File: config.mk
export PLATFORM = sky130hd
export DESIGN_NAME = stopwatch_digit_src
export DESIGN_NICKNAME = d
export VERILOG_FILES = /design/src/rtl/stopwatch_digit_src.sv
export SDC_FILE = /design/constraint.sdc
export NUM_CORES = 1
export LEC_CHECK = 0
export BUFFER_PORTS_ARGS = -buffer_cell sky130_fd_sc_hd__buf_2
export CAP_MARGIN = 20
export CORE_MARGIN = 3
export CORE_UTILIZATION = 66
export CTS_BUF_LIST = sky130_fd_sc_hd__clkbuf_2
export DETAILED_ROUTE_END_ITERATION = 10
export PLACE_DENSITY = 0.85
export SETUP_SLACK_MARGIN = 0.2
export SLEW_MARGIN = 20
export SYNTH_ARGS = -nofsm -noshare
export SYNTH_HDL_FRONTEND = slang
export SYNTH_SLANG_ARGS = --single-unit
File: constraint.sdc
create_clock -name clk -period 3.66 [get_ports clk]
set_clock_uncertainty 0.2 [all_clocks]
set_input_delay 0.732 -clock clk [delete_from_list [all_inputs] [get_ports clk]]
set_output_delay 0.732 -clock clk [all_outputs]
set_load 0.05 [all_outputs]
File: src/rtl/stopwatch_digit_src.sv
// ============================================================================
// Module   : stopwatch_digit_src
// Brief    : MM:SS BCD stopwatch with run/pause FSM and free-running scan
//            select for the four-digit 14-segment scan stage.
// Revision : 1.0 - initial release
// ============================================================================
`default_nettype none

module stopwatch_digit_src #(
    parameter int TICK_DIV = 40_000_000,
    parameter int SCAN_DIV = 20_000
) (
    input  logic       clk,
    input  logic       rst,
    input  logic       start_stop,
    input  logic       clear,
    output logic [3:0] dig0,
    output logic [3:0] dig1,
    output logic [3:0] dig2,
    output logic [3:0] dig3,
    output logic [1:0] ftsd_ctl_en,
    output logic       running,
    output logic       wrap
);

    localparam int c_pre_w  = $clog2(TICK_DIV);
    localparam int c_scan_w = $clog2(SCAN_DIV);

    localparam logic [c_pre_w-1:0]  c_pre_max  = c_pre_w'(TICK_DIV - 1);
    localparam logic [c_pre_w-1:0]  c_pre_one  = c_pre_w'(1);
    localparam logic [c_scan_w-1:0] c_scan_max = c_scan_w'(SCAN_DIV - 1);
    localparam logic [c_scan_w-1:0] c_scan_one = c_scan_w'(1);

    localparam logic [1:0] c_idle  = 2'd0;
    localparam logic [1:0] c_run   = 2'd1;
    localparam logic [1:0] c_pause = 2'd2;

    logic [1:0]          r_state;
    logic [1:0]          w_next_state;
    logic                w_running_next;
    logic                r_running;
    logic [c_pre_w-1:0]  r_pre;
    logic [c_scan_w-1:0] r_scan_cnt;
    logic [1:0]          r_sel;
    logic [3:0]          r_d0, r_d1, r_d2, r_d3;
    logic                r_wrap;
    logic                w_tick;
    logic                w_c3, w_c2, w_c1, w_c0;

    always_ff @(posedge clk) begin
        if (rst) begin
            r_state <= c_idle;
        end else begin
            r_state <= w_next_state;
        end
    end

    // clear wins over start_stop; a held start_stop toggles every cycle
    always_comb begin
        w_next_state = r_state;
        if (clear) begin
            w_next_state = c_idle;
        end else if (start_stop) begin
            case (r_state)
                c_idle:  w_next_state = c_run;
                c_run:   w_next_state = c_pause;
                c_pause: w_next_state = c_run;
                default: w_next_state = c_idle;
            endcase
        end
    end

    always_comb begin
        w_running_next = (w_next_state == c_run);
    end

    always_ff @(posedge clk) begin
        if (rst) begin
            r_running <= 1'b0;
        end else begin
            r_running <= w_running_next;
        end
    end

    // Advance is keyed on the pre-edge state, so a pause on the wrap edge still counts
    assign w_tick = (r_state == c_run) && (r_pre == c_pre_max) && !clear;

    always_ff @(posedge clk) begin
        if (rst || clear) begin
            r_pre <= '0;
        end else if (r_state == c_run) begin
            r_pre <= (r_pre == c_pre_max) ? '0 : r_pre + c_pre_one;
        end
    end

    assign w_c3 = w_tick && (r_d3 == 4'd9);
    assign w_c2 = w_c3   && (r_d2 == 4'd5);
    assign w_c1 = w_c2   && (r_d1 == 4'd9);
    assign w_c0 = w_c1   && (r_d0 == 4'd5);

    always_ff @(posedge clk) begin
        if (rst || clear) begin
            r_d0   <= 4'd0;
            r_d1   <= 4'd0;
            r_d2   <= 4'd0;
            r_d3   <= 4'd0;
            r_wrap <= 1'b0;
        end else begin
            r_wrap <= w_c0;
            if (w_tick) r_d3 <= w_c3 ? 4'd0 : r_d3 + 4'd1;
            if (w_c3)   r_d2 <= w_c2 ? 4'd0 : r_d2 + 4'd1;
            if (w_c2)   r_d1 <= w_c1 ? 4'd0 : r_d1 + 4'd1;
            if (w_c1)   r_d0 <= w_c0 ? 4'd0 : r_d0 + 4'd1;
        end
    end

    // Scan select ignores clear and the FSM entirely
    always_ff @(posedge clk) begin
        if (rst) begin
            r_scan_cnt <= '0;
            r_sel      <= 2'b00;
        end else if (r_scan_cnt == c_scan_max) begin
            r_scan_cnt <= '0;
            r_sel      <= r_sel + 2'b01;
        end else begin
            r_scan_cnt <= r_scan_cnt + c_scan_one;
        end
    end

    assign dig0        = r_d0;
    assign dig1        = r_d1;
    assign dig2        = r_d2;
    assign dig3        = r_d3;
    assign ftsd_ctl_en = r_sel;
    assign running     = r_running;
    assign wrap        = r_wrap;

endmodule

`default_nettype wire

==> flow_summary.ini <==
[run_status]
status = finished, final reports clean

[floorplanning]
die_y_um = 72.9
ios = 24
die_area_um2 = 5310
core_area_um2 = 4140
die_x_um = 72.9
rows = 23
start_util_pct = 71.3

[cts]
h-tree-depth = 3
clock_latency_ns = 0.48
cts_tree = yes
cts_resized = 0
cts_sinks = 63
cts_hold_buf = 0
path_clk_slew_ns = 0.17
numCtsBuffers = 9
clockBufferDepth = 2
cts_root_buf = clkbuf_2
post_cts.repair.setup_buffers = 0

[timing]
slew_headroom_pct = 44.3
setup_violations = 0
finalHoldViolCount = 0
finalSetupTns_ns = 0
period_share_pct = 68.9
max_freq_mhz = 396
min_period_ns = 2.52
slew_violations = 0
rsz0062_at_grt = false
worstMarginPinSlew_ns = 0.833

[place]
placed_area_um2 = 3100
port_buffers = 23
dp_hpwl_um = 3950
place_congestion = 0.806
dp_cells = 398

[synthesis]
synthCells = 333
ys_types = 43
netlist_area_um2 = 2950
synth_warnings = 0
syn-mean-instance-area_um2 = 8.87
ys_ff_latch = 63
ys.flop_type = dfxtp_1
synth_seq_area_share_pct = 42.7
synth_enable_flop_cells = 0
synth-async-reset-ratio_pct = 0
syn_nets = 347

[power]
combPwrFrac_pct = 2.5
seqPwrFrac_pct = 58.0
peakVddDrop_uv = 285
switching_share_pct = 22.6
p_clk_share_pct = 39.5
p_int_mw = 0.928
leakagePower_nw = 1.20
p_sw_mw = 0.271
powerDensity_nw_per_um2 = 371
power.total_mw = 1.20

[finish]
drive_gt1_share_pct = 13.5
fin_util_pct = 78.0
final_cells = 414
final_area_um2 = 3230
finalNetCount = 373
nFillCells = 307
multiInputGateArea_um2 = 1620
area_delta_synth_final_pct = 9.36
n_antenna_cell = 0
ff_latch_area_um2 = 1260

[detailed_routing]
drtIter0Drc = 137
wl_per_cell_um = 13.8
wl_um = 5710
routed_via_density = 5.88
drcViolationCount = 0
ant_nets = 0
first_pass_iters = 4
vias = 2436

[worst_setup_path]
end_kind = flop
arrival_ns = 2.67
crit_fanout = 25
crit_type = reg -> reg
cp-start-kind = flop
required_ns = 3.81

[global_routing]
grt_pass1_vias = 2289
antenna_found_initial = 0
grt_start_max_net_pins = 26
gr-usage-all-layers_pct = 23.7
grt_pass1_wl_um = 9890
grt_overflow = 0

[min_path]
hp-class = reg -> reg

[flow_run]
maxCapViolations = 0
[layout make-up]
type                            count  share of cell area, %
Clock inverter                      6                   2.63
Tap cell                           50                   1.94
Clock buffer                       10                   1.55
Inverter                            8                  0.930
Timing Repair Buffer               24                   3.80
Multi-Input combinational cell    253                   50.1
Sequential cell                    63                   39.0
[cell families after synthesis]
group	after synthesis	synth area share, %
AND/OR/NAND/NOR	173	32.0
flip-flops	63	42.7
XOR/XNOR	40	11.9
AO/OA/AOI/OAI	24	4.70
buffers and inverters	17	2.50
adder cells (fa/ha/maj)	10	4.24
multiplexers	6	2.03
[power by group through the flow]
stage	combinational (mW)	sequential, mW	clock, mW
6_report	0.0304	0.695	0.474
3_5_place_dp	0.0305	0.709	0
2_1_floorplan	0.0204	0.710	0
3_3_place_gp	0.0295	0.709	0
4_1_cts	0.0307	0.695	0.488
5_1_grt	0.0339	0.696	0.525
[worst paths after layout]
kind	start	to	slack, ns	cells past startpoint
setup / recovery	r_pre[11]$_SDFFE_PP0N_	r_pre[2]$_SDFFE_PP0N_	1.14	5
hold / removal	r_scan_cnt[0]$_SDFF_PP0_	r_scan_cnt[0]$_SDFF_PP0_	0.28	1
hold reg to reg	r_scan_cnt[0]$_SDFF_PP0_	r_scan_cnt[0]$_SDFF_PP0_	0.28	1
setup reg to reg	r_pre[11]$_SDFFE_PP0N_	r_pre[2]$_SDFFE_PP0N_	1.14	5
[cell usage after synthesis (all sizes together) (3+ instances only)]
library cell  number  share of area [%]
dfxtp             63                 43
nor2              55                7.0
nand2             26                3.3
xor2              24                7.1
nand3             19                3.2
nand4             16                3.4
xnor2             16                4.7
a21oi             13                2.2
ha                10                4.2
inv                8                1.0
nor3               7                1.2
or3                7                1.5
or4                7                1.9
clkbuf             6               0.76
mux2i              6                2.0
o21ai              6                1.0
and3               4               0.85
nand2b             4               0.93
nor4               4                1.1
and2               3               0.64
and3b              3               0.89
buf                3               0.72
nand3b             3               0.76
nor2b              3               0.64
[registers in the layout, indices dropped and copies added, names as in the netlist]
name	cells
r_pre	26
r_scan_cnt	15
dig0	4
dig1	4
dig2	4
dig3	4
ftsd_ctl_en	2
r_state	2
running	1
wrap	1
[per-layer routing]
metal  share of wire (%)  vias to the layer above  global-route usage, %
met1                  44                     1159                   29.2
li1                    -                     1208                      -
met5                   0                        -                      0
met4                 1.0                        0                   8.20
met2                  49                       63                   38.8
met3                 5.7                        6                   7.99
[cells in the final DEF (no fill, tap or decap), types with 13 or more instances in the layout]
cell type,Yosys,final
nand4_1,16,16
nand3_1,19,19
nand2_1,26,26
a21oi_1,13,13
dfxtp_1,63,63
xnor2_1,16,16
nor2_1,55,55
xor2_1,24,24
buf_2,2,23
[metrics by stage]
step	hold slack, ns	setup WS [ns]
floorplan	0.230	1.18
detailed placement	0.255	1.11
finish	0.282	1.14
global route	0.224	0.918
global placement	0.244	1.16
CTS	0.237	1.14
[worst max-delay path, stage by stage, from the launching register on]
cell	delay, ns
dfxtp_1	0.41
and2_1	0.31
nand4_1	0.16
or2_1	0.46
nand2_1	0.72
nor2_1	0.12
Power figures use the tool's default switching activity.
